### src/rtl/fifo_rptr_ctrl.sv
// Read-side pointer controller for a dual-clock FIFO: binary/Gray read pointers,
// registered empty/almost-empty flags, occupancy count, sticky underflow and flush.
module fifo_rptr_ctrl #(
    parameter int PTR_WIDTH     = 3,
    parameter int AEMPTY_THRESH = 2
) (
    input  logic                 clk_r,
    input  logic                 arst,
    input  logic                 r_en,
    input  logic                 flush,
    input  logic                 clr_err,
    input  logic [PTR_WIDTH:0]   g_wptr_sync,
    output logic [PTR_WIDTH:0]   b_rptr,
    output logic [PTR_WIDTH:0]   g_rptr,
    output logic [PTR_WIDTH-1:0] r_addr,
    output logic                 empty,
    output logic                 almost_empty,
    output logic [PTR_WIDTH:0]   rd_count,
    output logic                 underflow
);

    localparam int                 PW1       = PTR_WIDTH + 1;
    localparam logic [PTR_WIDTH:0] AE_THRESH = PW1'(AEMPTY_THRESH);

    generate
        if (PTR_WIDTH < 1 || AEMPTY_THRESH < 0 || AEMPTY_THRESH > (2 ** PTR_WIDTH)) begin : g_param_check
            $error("fifo_rptr_ctrl: PTR_WIDTH must be >= 1 and AEMPTY_THRESH within 0..2**PTR_WIDTH");
        end
    endgenerate

    function automatic logic [PTR_WIDTH:0] gray2bin(input logic [PTR_WIDTH:0] g);
        logic [PTR_WIDTH:0] b;
        b[PTR_WIDTH] = g[PTR_WIDTH];
        for (int i = PTR_WIDTH - 1; i >= 0; i--) begin
            b[i] = b[i+1] ^ g[i];
        end
        return b;
    endfunction

    logic [PTR_WIDTH:0] b_wptr;
    logic               rd_fire;
    logic               uf_set;
    logic [PTR_WIDTH:0] b_rptr_next;
    logic [PTR_WIDTH:0] g_rptr_next;
    logic [PTR_WIDTH:0] count_next;

    // NOTE: every always_comb output gets a default first so no path can infer a latch.
    always_comb begin
        b_wptr      = gray2bin(g_wptr_sync);
        rd_fire     = r_en & ~empty & ~flush;
        uf_set      = r_en & empty & ~flush;
        b_rptr_next = b_rptr + {{PTR_WIDTH{1'b0}}, rd_fire};
        if (flush) begin
            b_rptr_next = b_wptr;
        end
        g_rptr_next = (b_rptr_next >> 1) ^ b_rptr_next;
        // Modular difference: full depth reads as 2**PTR_WIDTH, never aliasing to 0.
        count_next  = b_wptr - b_rptr_next;
    end

    // NOTE: state uses non-blocking assignments so all registers update from pre-edge values.
    always_ff @(posedge clk_r) begin
        if (arst) begin
            b_rptr       <= '0;
            g_rptr       <= '0;
            empty        <= 1'b1;
            almost_empty <= 1'b1;
            rd_count     <= '0;
            underflow    <= 1'b0;
        end else begin
            b_rptr       <= b_rptr_next;
            g_rptr       <= g_rptr_next;
            empty        <= (g_rptr_next == g_wptr_sync);
            rd_count     <= count_next;
            almost_empty <= (count_next <= AE_THRESH);
            // Set beats clear when both land in the same cycle.
            if (uf_set) begin
                underflow <= 1'b1;
            end else if (clr_err) begin
                underflow <= 1'b0;
            end
        end
    end

    assign r_addr = b_rptr[PTR_WIDTH-1:0];

endmodule

### config.mk
export PLATFORM = sky130hd
export DESIGN_NAME = fifo_rptr_ctrl
export DESIGN_NICKNAME = d
export VERILOG_FILES = /design/src/rtl/fifo_rptr_ctrl.sv
export SDC_FILE = /design/constraint.sdc
export NUM_CORES = 1
export LEC_CHECK = 0
export CORE_MARGIN = 10
export CORE_UTILIZATION = 40
export CTS_CLUSTER_DIAMETER = 100
export CTS_CLUSTER_SIZE = 30
export DETAILED_ROUTE_END_ITERATION = 7
export PLACE_DENSITY = 0.72
export SYNTH_ARGS = -nofsm -noshare
export SYNTH_HDL_FRONTEND = slang
export SYNTH_SLANG_ARGS = --single-unit
### constraint.sdc
create_clock -name clk_r -period 3.4 [get_ports clk_r]
set_input_delay 0.34 -clock clk_r [delete_from_list [all_inputs] [get_ports clk_r]]
set_output_delay 0.34 -clock clk_r [all_outputs]
set_load 0.02 [all_outputs]
==> out/qor.yml, run 1 <==
hold_path:
  min_from: "underflow$_SDFFE_PP0P_"
  hold_depth: 2
  whs_endpoint: "underflow$_SDFFE_PP0P_"
  hp-class: "flop to flop"
sta:
  fin_ws_ns: 0.5497
  tightest_slew_ns: 0.5220
  setup_viol: 0
  hold_viol: 0
  fmax_mhz: 350.8
  rsz0062_at_grt: "false"
  fin_setup_tns_ns: 0
  max_slew_margin_pct: 64.21
  drv_slew: 0
  finClkSkew_ns: 0.004334
  fin_crit_ns: 2.850
  finalCritPeriodShare_pct: 83.83
final_layout:
  fill_cells: 177
  final_layout_size_suffix_gt1_share_pct: 9.483
  area_growth_pct: 35.02
  layout.nets: 132
  layout_common_cells: "26 x clkdlybuf4s50_1, 17 x nor2_1, 14 x dfxtp_1"
  regArea_sq_um: 280.3
  multi_input_area_sq_um: 503.0
  antennaDiodeCount: 0
  final_common_cell: "clkdlybuf4s50_1"
critical_path:
  cp_top_family: "XOR/XNOR gates"
  critPathMaxStageDelay_ns: 0.67
  reg2reg_slack_ns: 0.82
  critPathKind: "input port to flop"
  end_kind: "flop"
  worstReg2RegStart: "empty$_SDFF_PP1_"
  reg2reg_to: "almost_empty$_SDFF_PP1_"
  cp.buffers_inverters: 1
  crit_chain: "clkdlybuf4s50_1 > xor2_4 > xor2_4 > xnor2_1 > a21oi_2 > ha_1 > fa_1 > or2_2 > a31o_2"
  cp_data_arrival_time_ns: 3.02
  start_kind: "input port"
  slowest_stage: "clkdlybuf4s50_1"
  cp_common_cell: "xor2_4"
  reg2reg_depth: 8
  cp.required_ns: 3.57
  crit_fanout: 6
power:
  p_leak_nw: 0.4562
  ir_worst_vdd_v: 0.0002849
  power.density_mw_per_mm2: 471.4
floorplanning:
  placementRows: 16
  pin_count: 27
  start_util_pct: 42.36
  die-height_microns: 65.82
  die_area_sq_mm: 0.004332
  fp.coreArea_sq_mm: 0.001982
  die_w_microns: 65.82
place:
  gp_congestion: 0.7305
  port_buffers: 26
  preCtsSetupSlack_ns: 0.2632
  dp.final_hpwl_mm: 1.503
clocking:
  clk_pin_slew_ns: 0.08
  clk_latency_ns: 0.27
  cts_made_buffers: 3
  cts.sink_count: 14
  cts_setup_buffers: 0
  cts_root_buf: "clkbuf_4"
  cts_tree: "yes"
  ctsResizeCount: 0
  clockBufferDepth: 2
  cts_hold_buf: 0
  cts_htree_levels: 1
global_route:
  grt_usage_pct: 9.291
  grt_max_degree: 15
  grt_pass1_vias: 692
  gr-total-overflow: 0
  grt_pass1_wl_mm: 3.125
  antenna_found_initial: 0
routing:
  drt_iter0_drc: 16
  drc: 0
  via_count: 685
  ant_nets: 0
  vias_per_cell: 4.790
  wl_per_cell_microns: 12.89
  drtPass1Iterations: 4
  drt_wl_total_mm: 1.843
synth:
  yosys_warnings: 0
  netlist_area_sq_um: 839.6
  ys.flop_type: "dfxtp_1"
  synth_cell_types: 31
  synth_edf_count: 0
  yosysSeqAreaShare_pct: 33.38
  synth_nets: 105
  synthArstFlopShare_pct: 0
  ys_ff_latch: 14
  syn_area_per_cell_sq_um: 9.226
  netlist_instances: 91
outcome:
  status: "finished, final reports clean"
job:
  maxCapViolations: 0
## worst max-delay path by stage
stage,startpoint,to,slack (ns),cells after the start
2_1_floorplan,flush,almost_empty$_SDFF_PP1_,0.67,9
3_3_place_gp,g_wptr_sync[3],almost_empty$_SDFF_PP1_,0.34,9
3_5_place_dp,g_wptr_sync[3],almost_empty$_SDFF_PP1_,0.26,9
4_1_cts,g_wptr_sync[3],almost_empty$_SDFF_PP1_,0.56,9
5_1_grt,r_en,almost_empty$_SDFF_PP1_,0.40,9
6_report,g_wptr_sync[3],almost_empty$_SDFF_PP1_,0.55,9
## logic make-up (layout without fill, tap and decap cells)
group,count (synthesis),after routing,share of synthesized area [%]
AND/OR/NAND/NOR,29,29,16.10
AO/OA/AOI/OAI,15,15,12.82
XOR/XNOR,14,14,19.08
flip-flops,14,14,33.38
buffers and inverters,11,36,6.706
adder cells (fa/ha/maj),5,5,8.346
multiplexers,3,3,3.577
## sequential cells by signal, indices dropped and copies added, names as in the netlist
register and cells:
underflow 1, rd_count 4, almost_empty 1, g_rptr 3, b_rptr 4, empty 1
## worst register-to-register path, cell delays in order (launching register included)
cell	delay, ns
dfxtp_1	0.32
nor3b_1	0.20
ha_1	0.22
ha_1	0.28
mux2i_1	0.29
inv_1	0.11
fa_1	0.50
or2_2	0.31
a31o_2	0.24
## stage by stage
stage	power [mW]	area (sq um)	cells	hold slack (ns)	utilization, %
2_1_floorplan	0.3590	839.6	91	0.4091	-
3_3_place_gp	0.4466	1111	140	0.4737	56.06
3_5_place_dp	0.4501	1111	140	0.4749	56.06
4_1_cts	0.5420	1134	143	0.4960	57.20
5_1_grt	0.5758	1134	143	0.5918	57.20
6_report	0.5344	1134	143	0.4963	57.20
## Yosys cell counts, types with 2 or more instances
| library cell | instances | area share [%] |
|---|---|---|
| nor2_1 | 17 | 7.6 |
| dfxtp_1 | 14 | 33 |
| xnor2_1 | 8 | 8.3 |
| buf_4 | 4 | 3.6 |
| ha_1 | 4 | 6.0 |
| inv_1 | 4 | 1.8 |
| xor2_1 | 4 | 4.2 |
| a21oi_1 | 3 | 1.8 |
| mux2i_1 | 3 | 3.6 |
| clkbuf_1 | 2 | 0.89 |
| nand2_1 | 2 | 0.89 |
| nand3_1 | 2 | 1.2 |
| nand3b_1 | 2 | 1.8 |
| o211ai_1 | 2 | 1.8 |
| o22ai_1 | 2 | 1.5 |
| or2_2 | 2 | 1.5 |
| xor2_4 | 2 | 6.6 |
## final cells by class
class,instances,share of cell area (%)
Sequential cell,14,24.72
Multi-Input combinational cell,66,44.37
Clock buffer,3,1.987
Inverter,5,1.656
Timing Repair Buffer,28,24.28
Tap cell,27,2.980
## metal layers
metal  GRT usage [%]  part of all wire [%]
met5               0                     0
met4           7.219                   1.5
met3           3.898                   8.0
met2           13.41                    45
met1           10.54                    45
## where the power goes
part / switching (mW) / internal [mW] / leakage (nW)
clock network: 0.0483 / 0.0410 / 0.0138
logic: 0.125 / 0.120 / 0.326
registers: 0.0100 / 0.190 / 0.116
Power figures use the tool's default switching activity.
==> run 2, diff against run 1 <==
==> constraint.sdc (replaced) <==
create_clock -name clk_r -period 2.9 [get_ports clk_r]
set_input_delay 0.29 -clock clk_r [delete_from_list [all_inputs] [get_ports clk_r]]
set_output_delay 0.29 -clock clk_r [all_outputs]
set_load 0.02 [all_outputs]
==> run 2 against run 1 <==
Utilization is 2.6 points higher; hold slack worse by 0.0028 ns; clock skew is 0.0030 ns higher; count of clock-buffer cells in the layout is 1 higher; sequential share of layout area is 1.1 points lower; global-route usage is 0.094 points lower; final cell count is 4.2% higher; non-clock buffer count is 5 higher; total power is 25% higher; critical path depth stayed put; flip-flop and latch count stayed put; highest routed layer unchanged.
==> out/qor.yml, run 2 (same netlist as run 1, synthesis figures left out) <==
routing:
  ant_nets: 0  # unchanged
  vias_per_cell: 4.852  # +1.3%
  drt_wl_total_mm: 1.875  # +1.7%
  via_count: 723  # +5.5%
  wl_per_cell_microns: 12.58  # -2.4%
  wl_met1_microns: 837  # +0.24%
  drt_iter0_drc: 12  # -4
  wl_met2_microns: 840  # +0.96%
  top_layer: "met4"
  drtPass1Iterations: 4  # unchanged
  drc: 0  # unchanged
  wl_met3_microns: 149  # +0.68%
floorplanning:
  pin_count: 27  # unchanged
  die-height_microns: 65.82  # unchanged
  fp.coreArea_sq_mm: 0.001982  # unchanged
  placementRows: 16  # unchanged
  die_area_sq_mm: 0.004332  # unchanged
  die_w_microns: 65.82  # unchanged
  start_util_pct: 42.36  # unchanged
sta:
  fin_setup_tns_ns: 0  # unchanged
  tightest_slew_ns: 0.4981  # -0.02384 ns
  hold_viol: 0  # unchanged
  max_slew_margin_pct: 65.84  # +1.6 points
  fmax_mhz: 376.8
  fin_crit_ns: 2.654
  drv_slew: 0  # unchanged
  rsz0062_at_grt: "false"
  whs_ns: 0.4935  # -0.002798 ns
  finClkSkew_ns: 0.007343  # +0.003009 ns
  setup_viol: 0  # unchanged
  finalCritPeriodShare_pct: 91.52
clocking:
  cts.sink_count: 14  # unchanged
  clk_pin_slew_ns: 0.08  # about the same
  cts_hold_buf: 0  # unchanged
  clk_latency_ns: 0.28  # about the same
  cts_root_buf: "clkbuf_4"
  cts_made_buffers: 3  # unchanged
  cts_setup_buffers: 0  # unchanged
  clockBufferDepth: 2  # unchanged
  cts_tree: "yes"
  ctsResizeCount: 0  # unchanged
  cts_htree_levels: 1  # unchanged
critical_path:
  worstReg2RegStart: "empty$_SDFF_PP1_"
  crit_chain: "clkdlybuf4s50_1 > nor3b_1 > ha_1 > ha_1 > mux2i_1 > inv_1 > fa_1 > or2_2 > a31o_2"
  cp_top_family: "adder cells"
  critPathMaxStageDelay_ns: 0.50  # -0.17 ns
  end_kind: "flop"
  setup.worst_path.end: "almost_empty$_SDFF_PP1_"
  reg2reg_slack_ns: 0.41  # -0.41 ns
  reg2reg_to: "almost_empty$_SDFF_PP1_"
  setup.worst_path.start: "r_en"
  cp_common_cell: "ha_1"
  start_kind: "input port"
  slowest_stage: "fa_1"
  cp.buffers_inverters: 2  # +1
  cp.required_ns: 3.07  # -0.50 ns
  crit_fanout: 3  # -3
  critPathKind: "input port to flop"
  reg2reg_depth: 8  # unchanged
  path_depth: 9  # unchanged
  cp_data_arrival_time_ns: 2.82  # -0.20 ns
global_route:
  grt_max_degree: 15  # unchanged
  grt_pass1_wl_mm: 3.153  # +0.90%
  grt_usage_pct: 9.197  # -0.094 points
  gr-total-overflow: 0  # unchanged
  grt_pass1_vias: 721  # +4.2%
  antenna_found_initial: 0  # unchanged
power:
  power.density_mw_per_mm2: 563.8  # +20%
  p_leak_nw: 0.4878  # +6.9%
  ir_worst_vdd_v: 0.0002574  # -9.7%
  fin_total_pwr_mw: 0.6681  # +25%
hold_path:
  hp-class: "flop to flop"
final_layout:
  post-route-util_pct: 59.79  # +2.6 points
  final_layout_size_suffix_gt1_share_pct: 13.93  # +4.5 points
  layout_common_cells: "26 x clkdlybuf4s50_1, 17 x nor2_1, 14 x dfxtp_1"
  area_growth_pct: 41.13
  reg_top3: "b_rptr: 4 flops, rd_count: 4 flops, g_rptr: 3 flops"
  antennaDiodeCount: 0  # unchanged
  final_common_cell: "clkdlybuf4s50_1"
  layout.nets: 137  # +3.8%
  design_area_sq_mm: 0.001185  # +4.5%
place:
  dp.final_hpwl_mm: 1.541  # +2.5%
  placedInstanceArea_sq_mm: 0.001149  # +3.4%
  port_buffers: 26  # unchanged
  gp_congestion: 0.8586  # +18%
job:
  maxCapViolations: 0  # unchanged
outcome:
  status: "finished, final reports clean"
==> run 2: stage by stage <==
stage / cells / worst slack (ns)
after floorplan: 91 / 0.2165
after detailed placement: 145 / -0.02493
final: 149 / 0.2460
after CTS: 149 / 0.2584
after global placement: 145 / 0.04248
after global routing: 149 / 0.06476
==> run 2: cell type report <==
class                      instances  area (sq um)
clock buffer                       4         36.28
fill                             173         797.0
inverter                           5         18.77
multi-input combinational         66         503.0
sequential                        14         280.3
tap                               27         33.78
timing repair buffer              33         312.8
==> run 2: worst min-delay path by stage <==
stage | from | to | slack [ns] | depth (start not counted)
final | underflow$_SDFFE_PP0P_ | underflow$_SDFFE_PP0P_ | 0.49 | 2
after global routing | underflow$_SDFFE_PP0P_ | underflow$_SDFFE_PP0P_ | 0.54 | 2
after CTS | underflow$_SDFFE_PP0P_ | underflow$_SDFFE_PP0P_ | 0.50 | 2
after detailed placement | underflow$_SDFFE_PP0P_ | underflow$_SDFFE_PP0P_ | 0.48 | 2
after global placement | underflow$_SDFFE_PP0P_ | underflow$_SDFFE_PP0P_ | 0.48 | 2
after floorplan | arst | g_rptr[0]$_SDFF_PP0_ | 0.36 | 1
==> run 2: report_power, final <==
| group | switching (mW) | internal, mW | leakage [nW] |
|---|---|---|---|
| sequential | 0.0117 | 0.222 | 0.116 |
| clock | 0.0607 | 0.0764 | 0.0210 |
| combinational | 0.149 | 0.149 | 0.350 |
==> run 2: routing by layer <==
metal  global-route usage, %  vias up
li1                        -      367
met1                   10.18      328
met2                   14.61       24
met3                   2.881        4
met4                   6.417        0
met5                       0        -
==> run 2: worst min-delay path: stages (launching register included) <==
cell	delay (ns)
dfxtp_1	0.34
a32oi_1	0.06
nor2_1	0.07
